## config.mk

```make
export PLATFORM = sky130hd
export DESIGN_NAME = mul32_seq
export DESIGN_NICKNAME = d
export VERILOG_FILES = /design/src/rtl/mul32_seq.sv
export SDC_FILE = /design/constraint.sdc
export NUM_CORES = 1
export LEC_CHECK = 0
export BUFFER_PORTS_ARGS = -buffer_cell sky130_fd_sc_hd__buf_2
export CORE_ASPECT_RATIO = 0.7
export CORE_MARGIN = 2
export CORE_UTILIZATION = 50
export CTS_BUF_LIST = sky130_fd_sc_hd__clkbuf_2
export DETAILED_ROUTE_END_ITERATION = 8
export PLACE_DENSITY_LB_ADDON = 0.25
export SETUP_SLACK_MARGIN = 0.2
export SLEW_MARGIN = 20
export SYNTH_ARGS = -nofsm -noshare
export SYNTH_HDL_FRONTEND = slang
export SYNTH_HIERARCHICAL = 1
export SYNTH_SLANG_ARGS = --single-unit
```

## constraint.sdc

```tcl
create_clock -name clk -period 4.2 [get_ports clk]
set_input_delay 0.84 -clock clk [delete_from_list [all_inputs] [get_ports clk]]
set_output_delay 0.84 -clock clk [all_outputs]
set_load 0.005 [all_outputs]
```

## src/rtl/mul32_seq.sv

```systemverilog
// Iterative 32x32 shift-add multiplier built around cla_adder32, one partial product per cycle.
// Optional signed mode is compiled in with `define MUL_SIGNED_EN (adds sgn port and NEG state).

module cla_adder32 (
    output logic        cout,
    output logic [31:0] sum,
    input  logic [31:0] a,
    input  logic [31:0] b
);
    logic [31:0] g;
    logic [31:0] p;
    logic [32:0] c;
    logic [7:0]  grp_g;
    logic [7:0]  grp_p;

    assign g = a & b;
    assign p = a ^ b;

    // 4-bit lookahead groups; group carries chain between groups
    always_comb begin
        grp_g = '0;
        grp_p = '0;
        c     = '0;
        for (int j = 0; j < 8; j++) begin
            grp_g[j] = g[4*j+3]
                     | (p[4*j+3] & g[4*j+2])
                     | (p[4*j+3] & p[4*j+2] & g[4*j+1])
                     | (p[4*j+3] & p[4*j+2] & p[4*j+1] & g[4*j]);
            grp_p[j] = &p[4*j +: 4];
        end
        for (int j = 0; j < 8; j++) begin
            c[4*j+1] = g[4*j]   | (p[4*j]   & c[4*j]);
            c[4*j+2] = g[4*j+1] | (p[4*j+1] & g[4*j]) | (p[4*j+1] & p[4*j] & c[4*j]);
            c[4*j+3] = g[4*j+2] | (p[4*j+2] & g[4*j+1]) | (p[4*j+2] & p[4*j+1] & g[4*j])
                     | (p[4*j+2] & p[4*j+1] & p[4*j] & c[4*j]);
            c[4*j+4] = grp_g[j] | (grp_p[j] & c[4*j]);
        end
    end

    assign sum  = p ^ c[31:0];
    assign cout = c[32];
endmodule

// state  | meaning
// S_IDLE | waiting for start; product holds last result
// S_RUN  | one shift-add step per cycle, 32 steps
// S_NEG  | (signed build) conditional 64-bit negate of the accumulator
// S_DONE | product register loads {hi,lo}; done pulses next cycle
module mul32_seq #(
    parameter int WIDTH = 32
) (
    input  logic               clk,
    input  logic               rst,
    input  logic               start,
`ifdef MUL_SIGNED_EN
    input  logic               sgn,
`endif
    input  logic [WIDTH-1:0]   a,
    input  logic [WIDTH-1:0]   b,
    output logic               busy,
    output logic               done,
    output logic [2*WIDTH-1:0] product
);
    typedef enum logic [1:0] {S_IDLE, S_RUN, S_NEG, S_DONE} state_t;

    state_t           state;
    state_t           state_nxt;
    logic [WIDTH-1:0] mcand;
    logic [WIDTH-1:0] hi;
    logic [WIDTH-1:0] lo;
    logic [4:0]       count;
    logic [WIDTH-1:0] add_b;
    logic [WIDTH-1:0] add_sum;
    logic             add_cout;
    logic [WIDTH-1:0] a_cap;
    logic [WIDTH-1:0] b_cap;
`ifdef MUL_SIGNED_EN
    logic             neg_flag;
    logic [2*WIDTH-1:0] acc_neg;

    // magnitude conversion; 0x80000000 stays 0x80000000, i.e. 2^31 unsigned
    assign a_cap   = (sgn && a[WIDTH-1]) ? (~a + 1'b1) : a;
    assign b_cap   = (sgn && b[WIDTH-1]) ? (~b + 1'b1) : b;
    assign acc_neg = ~{hi, lo} + 1'b1;
`else
    assign a_cap = a;
    assign b_cap = b;
`endif

    assign add_b = lo[0] ? mcand : '0;
    assign busy  = (state == S_RUN);

    cla_adder32 u_add (
        .cout (add_cout),
        .sum  (add_sum),
        .a    (hi),
        .b    (add_b)
    );

    always_ff @(posedge clk) begin
        if (rst) state <= S_IDLE;
        else     state <= state_nxt;
    end

    always_comb begin
        state_nxt = state;
        case (state)
            S_IDLE: if (start) state_nxt = S_RUN;
            S_RUN: begin
                if (count == 5'd31) begin
`ifdef MUL_SIGNED_EN
                    state_nxt = S_NEG;
`else
                    state_nxt = S_DONE;
`endif
                end
            end
            S_NEG:   state_nxt = S_DONE;
            S_DONE:  state_nxt = S_IDLE;
            default: state_nxt = S_IDLE;
        endcase
    end

    always_ff @(posedge clk) begin
        if (rst) begin
            mcand    <= '0;
            hi       <= '0;
            lo       <= '0;
            count    <= '0;
            product  <= '0;
            done     <= 1'b0;
`ifdef MUL_SIGNED_EN
            neg_flag <= 1'b0;
`endif
        end else begin
            done <= (state == S_DONE);
            case (state)
                S_IDLE: begin
                    if (start) begin
                        mcand <= a_cap;
                        lo    <= b_cap;
                        hi    <= '0;
                        count <= '0;
`ifdef MUL_SIGNED_EN
                        neg_flag <= sgn & (a[WIDTH-1] ^ b[WIDTH-1]);
`endif
                    end
                end
                S_RUN: begin
                    {hi, lo} <= {add_cout, add_sum, lo[WIDTH-1:1]};
                    count    <= count + 5'd1;
                end
                S_NEG: begin
`ifdef MUL_SIGNED_EN
                    if (neg_flag) {hi, lo} <= acc_neg;
`endif
                end
                S_DONE:  product <= {hi, lo};
                default: ;
            endcase
        end
    end
endmodule

```

==> results of run 1 <==
[area by class of cell]
| type | instances | area share (%) |
|---|---|---|
| multi-input combinational | 604 | 47.7 |
| sequential | 168 | 37.9 |
| timing repair buffer | 141 | 8.61 |
| tap | 200 | 2.82 |
| clock inverter | 15 | 1.72 |
| clock buffer | 17 | 0.959 |
| inverter | 7 | 0.296 |
[worst max path at each step]
stage | start | endpoint | cells after the start
detailed placement | lo[0] | hi[28] | 13
finish | lo[0] | hi[28] | 13
floorplan | lo[0] | hi[28] | 13
global placement | lo[0] | hi[28] | 13
global route | lo[0] | hi[28] | 13
CTS | lo[0] | hi[28] | 13
[registers in the layout, summed over array words and instances (netlist names)]
signal,count
product,64
hi,32
lo,32
mcand,32
count,5
state,2
done,1
[power groups by stage]
stage               Sequential, mW  Combinational (mW)  Clock [mW]
floorplan                     1.83               0.652           0
global placement              1.87               0.783           0
detailed placement            1.87               0.813           0
CTS                           1.84               0.817       0.868
global route                  1.86               0.910       0.939
finish                        1.84               0.815       0.842
[synth_stat cells (2+ instances only)]
library cell  instances  area, µm²
dfxtp_1             168       3360
nor2_1              138        518
mux2i_1              96        961
nand2_1              76        285
a21oi_1              47        235
ha_1                 38        475
a32oi_1              34        298
and2_1               33        206
a211oi_1             30        225
clkbuf_1             30        113
buf_2                20        100
xor2_1               12        105
o21a_1                9       67.6
o21ai_0               9       45.0
xnor2_1               9       78.8
fa_1                  8        160
a21o_1                7       52.6
inv_1                 7       26.3
nand3_1               6       30.0
buf_4                 5       37.5
nor2b_1               5       31.3
a211oi_2              4       50.1
buf_6                 4       45.0
a31o_2                3       26.3
a31oi_1               3       18.8
nand2b_1              3       18.8
nand4_1               3       18.8
a311oi_1              2       17.5
a31oi_2               2       25.0
and3_1                2       12.5
nand3b_1              2       15.0
nor3_1                2       10.0
o21bai_1              2       15.0
[kinds of logic after synthesis]
family / after synthesis / synth area share (%)
simple gates: 278 / 15.6
buf+inv: 66 / 4.08
mux: 98 / 12.6
flops: 168 / 42.7
compound gates: 161 / 14.6
xor+xnor: 21 / 2.34
fa+ha+maj: 46 / 8.07
[layout by cell type (no fill, tap or decap), drive strengths merged, types with 8 or more instances in the layout]
cell	n
dfxtp	168
buf	141
nor2	138
mux2i	97
nand2	76
a21oi	47
ha	38
a32oi	34
a211oi	34
and2	33
clkbuf	17
inv	16
xor2	12
o21ai	11
o21a	9
xnor2	9
fa	8
[routing by layer]
metal	up-vias	global-route usage, %
li1	3151	-
met1	2861	30.2
met2	129	32.2
met3	14	3.93
met4	0	5.94
met5	-	0
[per-stage QoR]
stage | setup WS, ns | hold slack, ns | power [mW] | std cells
4_1_cts | 0.645 | 0.231 | 3.52 | 1152
3_5_place_dp | 0.658 | 0.446 | 2.68 | 1120
6_report | 0.628 | 0.285 | 3.49 | 1152
2_1_floorplan | 1.10 | 0.432 | 2.49 | 838
5_1_grt | 0.383 | 0.200 | 3.71 | 1152
3_3_place_gp | 0.743 | 0.442 | 2.65 | 1119
[critical path: cells and delay by family (launching register included)]
kind,cells,cell delay (ns)
AO/OA/AOI/OAI,7,1.60
XOR/XNOR,1,0.17
adder cells (fa/ha/maj),2,0.66
buffers and inverters,1,0.27
flip-flops,1,0.57
AND/OR/NAND/NOR,2,0.22
==> impl_metrics.json, run 1 <==
{
  "ff_latch_area_um2": 3360,
  "syn2layout_area_growth_pct": 12.6,
  "post-route-period-util_pct": 85.1,
  "min_path_type": "in2reg",
  "internal_power_mw": 2.25,
  "grt_use_total_pct": 20.9,
  "swShare_pct": 35.7,
  "firstDrtPassIters": 5,
  "clock_sinks": 168,
  "place_area_um2": 8630,
  "cp_slowest_stage_delay_ns": 0.57,
  "ys_types": 52,
  "skew_ns": 0.0345,
  "vias": 6155,
  "syn_area_um2": 7880,
  "wl_met3_um": 690,
  "syn_avg_cell_area_um2": 9.40,
  "cts_resized": 0,
  "comb_power_share_pct": 23.3,
  "worstPathMaxFanout": 18,
  "p_leak_nw": 3.87,
  "ant_nets": 0,
  "grt_pass1_wl_mm": 28.1,
  "io_buffers": 132,
  "num_rows": 38,
  "worst_slew_pin_slew_ns": 0.929,
  "clk-insertion-delay-late_ns": 0.74,
  "top_level_ports": 133,
  "rsz0062_at_grt": "false",
  "peakVddDrop_mv": 0.176,
  "cts.path.max_buffers": 2,
  "post_cts_buffers": 0,
  "hold_viol": 0,
  "clk_pin_slew_ns": 0.28,
  "diodes": 0,
  "crit_required_ns": 4.86,
  "ctsHoldBuffers": 0,
  "fin_area_um2": 8870,
  "wl_mm": 17.1,
  "worstHoldEndpoint": "mcand[28]",
  "min-delay-start": "a[28]",
  "slew_headroom_pct": 38.1,
  "cts_tree": "done",
  "die-area_um2": 16800,
  "worst-r2r-setup-slack_ns": 0.63,
  "ys.flop_type": "dfxtp_1",
  "grt_max_degree": 69,
  "cp.arrival_ns": 4.23,
  "grt_remaining_overflow": 0,
  "antenna_found_initial": 0,
  "drc_errors": 0,
  "vias_per_cell": 5.34,
  "period_minus_slack_ns": 3.57,
  "routed-wl-met2_mm": 7.25,
  "yosys_warnings": 6,
  "setup-tns-final_ns": 0,
  "slowest_stage": "dfxtp_1",
  "power_frac_seq_pct": 52.6,
  "synthCells": 838,
  "root_buffer": "clkbuf_2",
  "critPathCaptureType": "flop",
  "pwr-share-clk_pct": 24.1,
  "fmax_mhz": 280,
  "status": "completed",
  "synthArstFlopShare_pct": 0,
  "synth_nets": 951,
  "setup_viol": 0,
  "synth-edff-count": 0,
  "fillers": 1470,
  "htree_num_levels": 4,
  "drtIter0Drc": 375,
  "grt_pass1_vias": 5575,
  "ys_seq_area_share_pct": 42.7,
  "p_switching_mw": 1.25,
  "start_util_pct": 51.0,
  "met1_length_mm": 8.97,
  "crit_path_frequent_cell": "a31oi_1",
  "gp_congestion": 0.898,
  "core_um2": 15500,
  "route.top_layer_used": "met4",
  "crit_type": "reg2reg",
  "holdPathStages": 3,
  "wl_per_cell_um": 14.8,
  "timing.rr.end": "hi[28]",
  "power_density_nw_per_um2": 394,
  "final_util_pct": 57.4,
  "slew_viol_final": 0,
  "layout-drive-gt1-share_pct": 20.3,
  "floorplan.die.width_um": 154,
  "multi_input_area_um2": 4230,
  "dieHeight_um": 109,
  "nets": 1052,
  "start_kind": "flop",
  "cap_violations": 0,
  "dp.final_hpwl_mm": 11.7,
  "path_cells": "buf_4 -> and2_1 -> ha_1 -> a21o_1 -> a31oi_1 -> a21boi_0 -> a31oi_2 -> a31oi_1 -> o21bai_1 -> fa_1 -> xor2_1 -> a32oi_1 -> nor2_1",
  "worstRegToRegCells": 13,
  "ys_ff_latch": 168,
  "cts_buffers": 17,
  "rr_startpoint": "lo[0]"
}
Power figures use the tool's default switching activity.
==> inputs of run 2 (changes only) <==
--- a/config.mk
+++ b/config.mk
@@ -8,12 +8,12 @@
 export BUFFER_PORTS_ARGS = -buffer_cell sky130_fd_sc_hd__buf_2
 export CORE_ASPECT_RATIO = 0.7
 export CORE_MARGIN = 2
-export CORE_UTILIZATION = 50
+export CORE_UTILIZATION = 43
 export CTS_BUF_LIST = sky130_fd_sc_hd__clkbuf_2
 export DETAILED_ROUTE_END_ITERATION = 8
 export PLACE_DENSITY_LB_ADDON = 0.25
 export SETUP_SLACK_MARGIN = 0.2
-export SLEW_MARGIN = 20
+export SLEW_MARGIN = 0
 export SYNTH_ARGS = -nofsm -noshare
 export SYNTH_HDL_FRONTEND = slang
 export SYNTH_HIERARCHICAL = 1
==> impl_metrics.json, run 2 (synthesis gave the netlist of run 1 again) <==
{
  "cap_violations": 0,
  "grt_max_degree": 84,
  "skew_ns": 0.0372,
  "timing.rr.end": "hi[27]",
  "setup_viol": 0,
  "drtIter0Drc": 377,
  "hold_viol": 0,
  "worst-r2r-setup-slack_ns": 0.70,
  "worstHoldEndpoint": "mcand[22]",
  "slew_headroom_pct": 16.4,
  "cp.arrival_ns": 4.16,
  "largest_register": "product",
  "post-route-period-util_pct": 83.3,
  "final_common_cell": "dfxtp_1",
  "vias_per_cell": 5.11,
  "root_buffer": "clkbuf_2",
  "critPathCaptureType": "flop",
  "antenna_found_initial": 1,
  "timing.final.ws_setup_ns": 0.702,
  "holdPathStages": 3,
  "dp_slack_ns": 0.764,
  "final_util_pct": 49.5,
  "wl_mm": 17.7,
  "top_level_ports": 133,
  "nets": 1053,
  "fin_area_um2": 8910,
  "vias": 6085,
  "setup-tns-final_ns": 0,
  "worstPathMaxFanout": 13,
  "power_density_nw_per_um2": 397,
  "dp.final_hpwl_mm": 12.1,
  "start_kind": "flop",
  "layout-drive-gt1-share_pct": 20.3,
  "clock_sinks": 168,
  "gp_congestion": 0.866,
  "peakVddDrop_mv": 0.198,
  "rr_startpoint": "lo[0]",
  "p_leak_nw": 3.88,
  "ctsHoldBuffers": 0,
  "cts.path.max_buffers": 2,
  "cts_resized": 0,
  "crit_type": "reg2reg",
  "dieHeight_um": 117,
  "ant_nets": 0,
  "die-area_um2": 19400,
  "grt_remaining_overflow": 0,
  "period_minus_slack_ns": 3.50,
  "start_util_pct": 43.7,
  "post_cts_buffers": 0,
  "wl_per_cell_um": 14.9,
  "clk-insertion-delay-late_ns": 0.75,
  "worstRegToRegCells": 13,
  "firstDrtPassIters": 5,
  "min-delay-start": "a[22]",
  "worst_slew_pin_slew_ns": 1.23,
  "cts_tree": "done",
  "whs_ns": 0.291,
  "power.total_mw": 3.54,
  "place_area_um2": 8660,
  "grt_pass1_vias": 5561,
  "grt_use_total_pct": 18.6,
  "min_path_type": "in2reg",
  "slew_viol_final": 0,
  "cts_buffers": 17,
  "num_rows": 41,
  "syn2layout_area_growth_pct": 13.2,
  "largest_reg_flops": 64,
  "core_um2": 18000,
  "grt_pass1_wl_mm": 29.1,
  "fmax_mhz": 286,
  "drc_errors": 0,
  "rsz0062_at_grt": "false",
  "dp.cells": 1157,
  "crit_required_ns": 4.87,
  "layout_common_cells": "dfxtp_1, nor2_1, buf_2",
  "io_buffers": 132,
  "finalNonFillerCells": 1190,
  "floorplan.die.width_um": 166,
  "clk_pin_slew_ns": 0.26,
  "status": "completed",
  "htree_num_levels": 4
}
## run 2: final cells by class
class | count | area [µm²]
Fill cell | 1750 | 9090
Multi-Input combinational cell | 604 | 4230
Sequential cell | 168 | 3360
Timing Repair Buffer | 142 | 751
Tap cell | 236 | 295
Clock inverter | 15 | 166
Clock buffer | 17 | 85.1
Inverter | 7 | 26.3
Antenna cell | 1 | 2.50
## run 2: worst max path at each step
stage,from,endpoint,slack (ns),cells past startpoint
after detailed placement,lo[0],hi[27],0.76,13
after CTS,lo[0],hi[28],0.73,14
after global placement,lo[0],hi[27],0.82,13
after global routing,lo[0],hi[28],0.44,14
after floorplan,lo[0],hi[28],1.10,13
final,lo[0],hi[27],0.70,13
## run 2: report_power, final
group / leakage [nW] / switching (mW) / internal, mW
combinational: 2.36 / 0.498 / 0.305
sequential: 1.37 / 0.101 / 1.73
clock: 0.148 / 0.609 / 0.288
total: 3.88 / 1.21 / 2.33
## run 2: metal layers
metal  up-vias  GRT usage (%)  part of all wire, %
met5         -              0                    0
li1       3168              -                    -
met4         0           4.35                 0.50
met2       123           27.3                   41
met3         5           4.74                  4.6
met1      2789           27.4                   54
## run 2: critical path, stage by stage, from the launching register on
cell,delay [ns]
dfxtp_1,0.44
buf_4,0.21
and2_1,0.14
ha_1,0.39
nand4_2,0.15
or3_4,0.40
nor3_4,0.27
o21ai_2,0.13
a31oi_2,0.19
a31oi_1,0.18
o21bai_1,0.20
fa_1,0.44
a32oi_1,0.22
nor2_1,0.06
==> inputs of run 3 (changes only) <==
==> constraint.sdc (replaced) <==
create_clock -name clk -period 3.05 [get_ports clk]
set_input_delay 0.61 -clock clk [delete_from_list [all_inputs] [get_ports clk]]
set_output_delay 0.61 -clock clk [all_outputs]
set_load 0.005 [all_outputs]
==> impl_metrics.json, run 3 (synthesis gave the netlist of run 1 again) <==
{
  "swShare_pct": 33.0,
  "slowest_stage": "dfxtp_4",
  "clock_sinks": 168,
  "htree_num_levels": 4,
  "crit_required_ns": 3.70,
  "vias_per_cell": 5.12,
  "rsz0062_at_grt": "true",
  "num_rows": 41,
  "peakVddDrop_mv": 0.236,
  "start_kind": "flop",
  "layout-drive-gt1-share_pct": 29.5,
  "clk-insertion-delay-late_ns": 0.76,
  "p_leak_nw": 4.22,
  "pwr-share-clk_pct": 26.9,
  "die-area_um2": 19400,
  "worst_slew_pin_slew_ns": 0.622,
  "clk_pin_slew_ns": 0.24,
  "timing.final.ws_setup_ns": 0.103,
  "power.total_mw": 5.22,
  "slew_headroom_pct": 58.5,
  "grt_pass1_wl_mm": 30.1,
  "nets": 1120,
  "cap_violations": 0,
  "drc_errors": 0,
  "fmax_mhz": 339,
  "skew_ns": 0.0379,
  "grt_use_total_pct": 19.1,
  "cts_buffers": 17,
  "setup_viol": 0,
  "grt_remaining_overflow": 0,
  "power_frac_seq_pct": 48.6,
  "wl_mm": 19.0,
  "largest_register": "product",
  "internal_power_mw": 3.50,
  "worstPathMaxFanout": 6,
  "ant_nets": 0,
  "top_level_ports": 133,
  "p_switching_mw": 1.72,
  "power_density_nw_per_um2": 522,
  "dp.final_hpwl_mm": 12.2,
  "layout_common_cells": "dfxtp_1, nor2_1, buf_2",
  "cp.arrival_ns": 3.60,
  "cts.path.max_buffers": 2,
  "floorplan.die.width_um": 166,
  "status": "completed",
  "final_common_cell": "dfxtp_1",
  "antenna_found_initial": 0,
  "syn2layout_area_growth_pct": 27.0,
  "dp_slack_ns": -0.0730,
  "diodes": 0,
  "core_um2": 18000,
  "period_minus_slack_ns": 2.95,
  "wl_per_cell_um": 15.1,
  "min_path_type": "in2reg",
  "firstDrtPassIters": 5,
  "hold_viol": 0,
  "fillers": 1634,
  "path_cells": "buf_6 -> and2_4 -> ha_4 -> nand4_4 -> or3_4 -> nor3_4 -> o21ai_2 -> a31oi_4 -> a31oi_2 -> o21bai_1 -> fa_1 -> a32oi_1 -> nor2_1",
  "post-route-period-util_pct": 96.6,
  "root_buffer": "clkbuf_2",
  "start_util_pct": 43.7,
  "io_buffers": 132,
  "slew_viol_final": 0,
  "comb_power_share_pct": 24.5,
  "drtIter0Drc": 375,
  "cp_slowest_stage_delay_ns": 0.43,
  "gp_congestion": 0.853,
  "critPathCaptureType": "flop",
  "grt_pass1_vias": 5951,
  "dieHeight_um": 117,
  "largest_reg_flops": 64,
  "vias": 6425,
  "crit_type": "reg2reg",
  "cts_tree": "done",
  "grt_max_degree": 61
}
run 3: final timing paths:
check,from,end,slack [ns],depth (start not counted)
worst max-delay path,lo[0],hi[27],0.10,13
worst min-delay path,a[22],mcand[22],0.08,3
worst max register to register,lo[0],hi[27],0.10,13
worst min register to register,mcand[21],mcand[21],0.47,2
run 3: power groups by stage:
stage               clock [mW]  combinational, mW  sequential (mW)
finish                    1.41               1.28             2.54
global route              1.54               1.41             2.56
CTS                       1.46               1.23             2.54
detailed placement           0               1.15             2.58
global placement             0               1.13             2.58
floorplan                    0              0.912             2.53
run 3: through the flow:
step / util (%) / area, µm² / instances / hold WS [ns] / TNS [ns]
after floorplan: - / 7960 / 838 / 0.432 / 0
after global placement: 49.6 / 8920 / 1181 / 0.441 / -0.00827
after detailed placement: 49.6 / 8920 / 1181 / 0.444 / -0.0839
after CTS: 53.9 / 9700 / 1245 / 0.000400 / 0
after global routing: 55.5 / 10000 / 1256 / 0.000933 / -0.000336
final: 55.5 / 10000 / 1256 / 0.0778 / 0
run 3: final cells by class:
class / count / area, µm² / area share, %
timing repair buffer: 209 / 1370 / 13.7
inverter: 7 / 26.3 / 0.263
multi-input combinational: 604 / 4640 / 46.4
clock inverter: 15 / 213 / 2.13
sequential: 168 / 3370 / 33.7
clock buffer: 17 / 85.1 / 0.851
tap: 236 / 295 / 2.95
run 3: worst max-delay path: cells and delay by family (launching register included):
kind / cells / cell delay (ns)
simple gates: 5 / 0.87
compound gates: 5 / 0.72
fa+ha+maj: 2 / 0.71
flops: 1 / 0.43
buf+inv: 1 / 0.13
run 3: what timing repair did:
item	4_1_cts	5_1_grt
pin swaps	16	23
cloned	0	1
endpoints found under the setup margin	12	16
buffers inserted	14	10
resized for setup	36	42
endpoints found under the hold margin	18	0
hold buffers	18	0
run 3: metal layers:
layer  GRT usage (%)  part of all wire [%]  up-vias
met1            26.9                    51     3009
met3            4.44                   4.0       15
met5               0                     0        -
li1                -                     -     3288
met2            30.0                    44      113
met4            4.58                  0.92        0
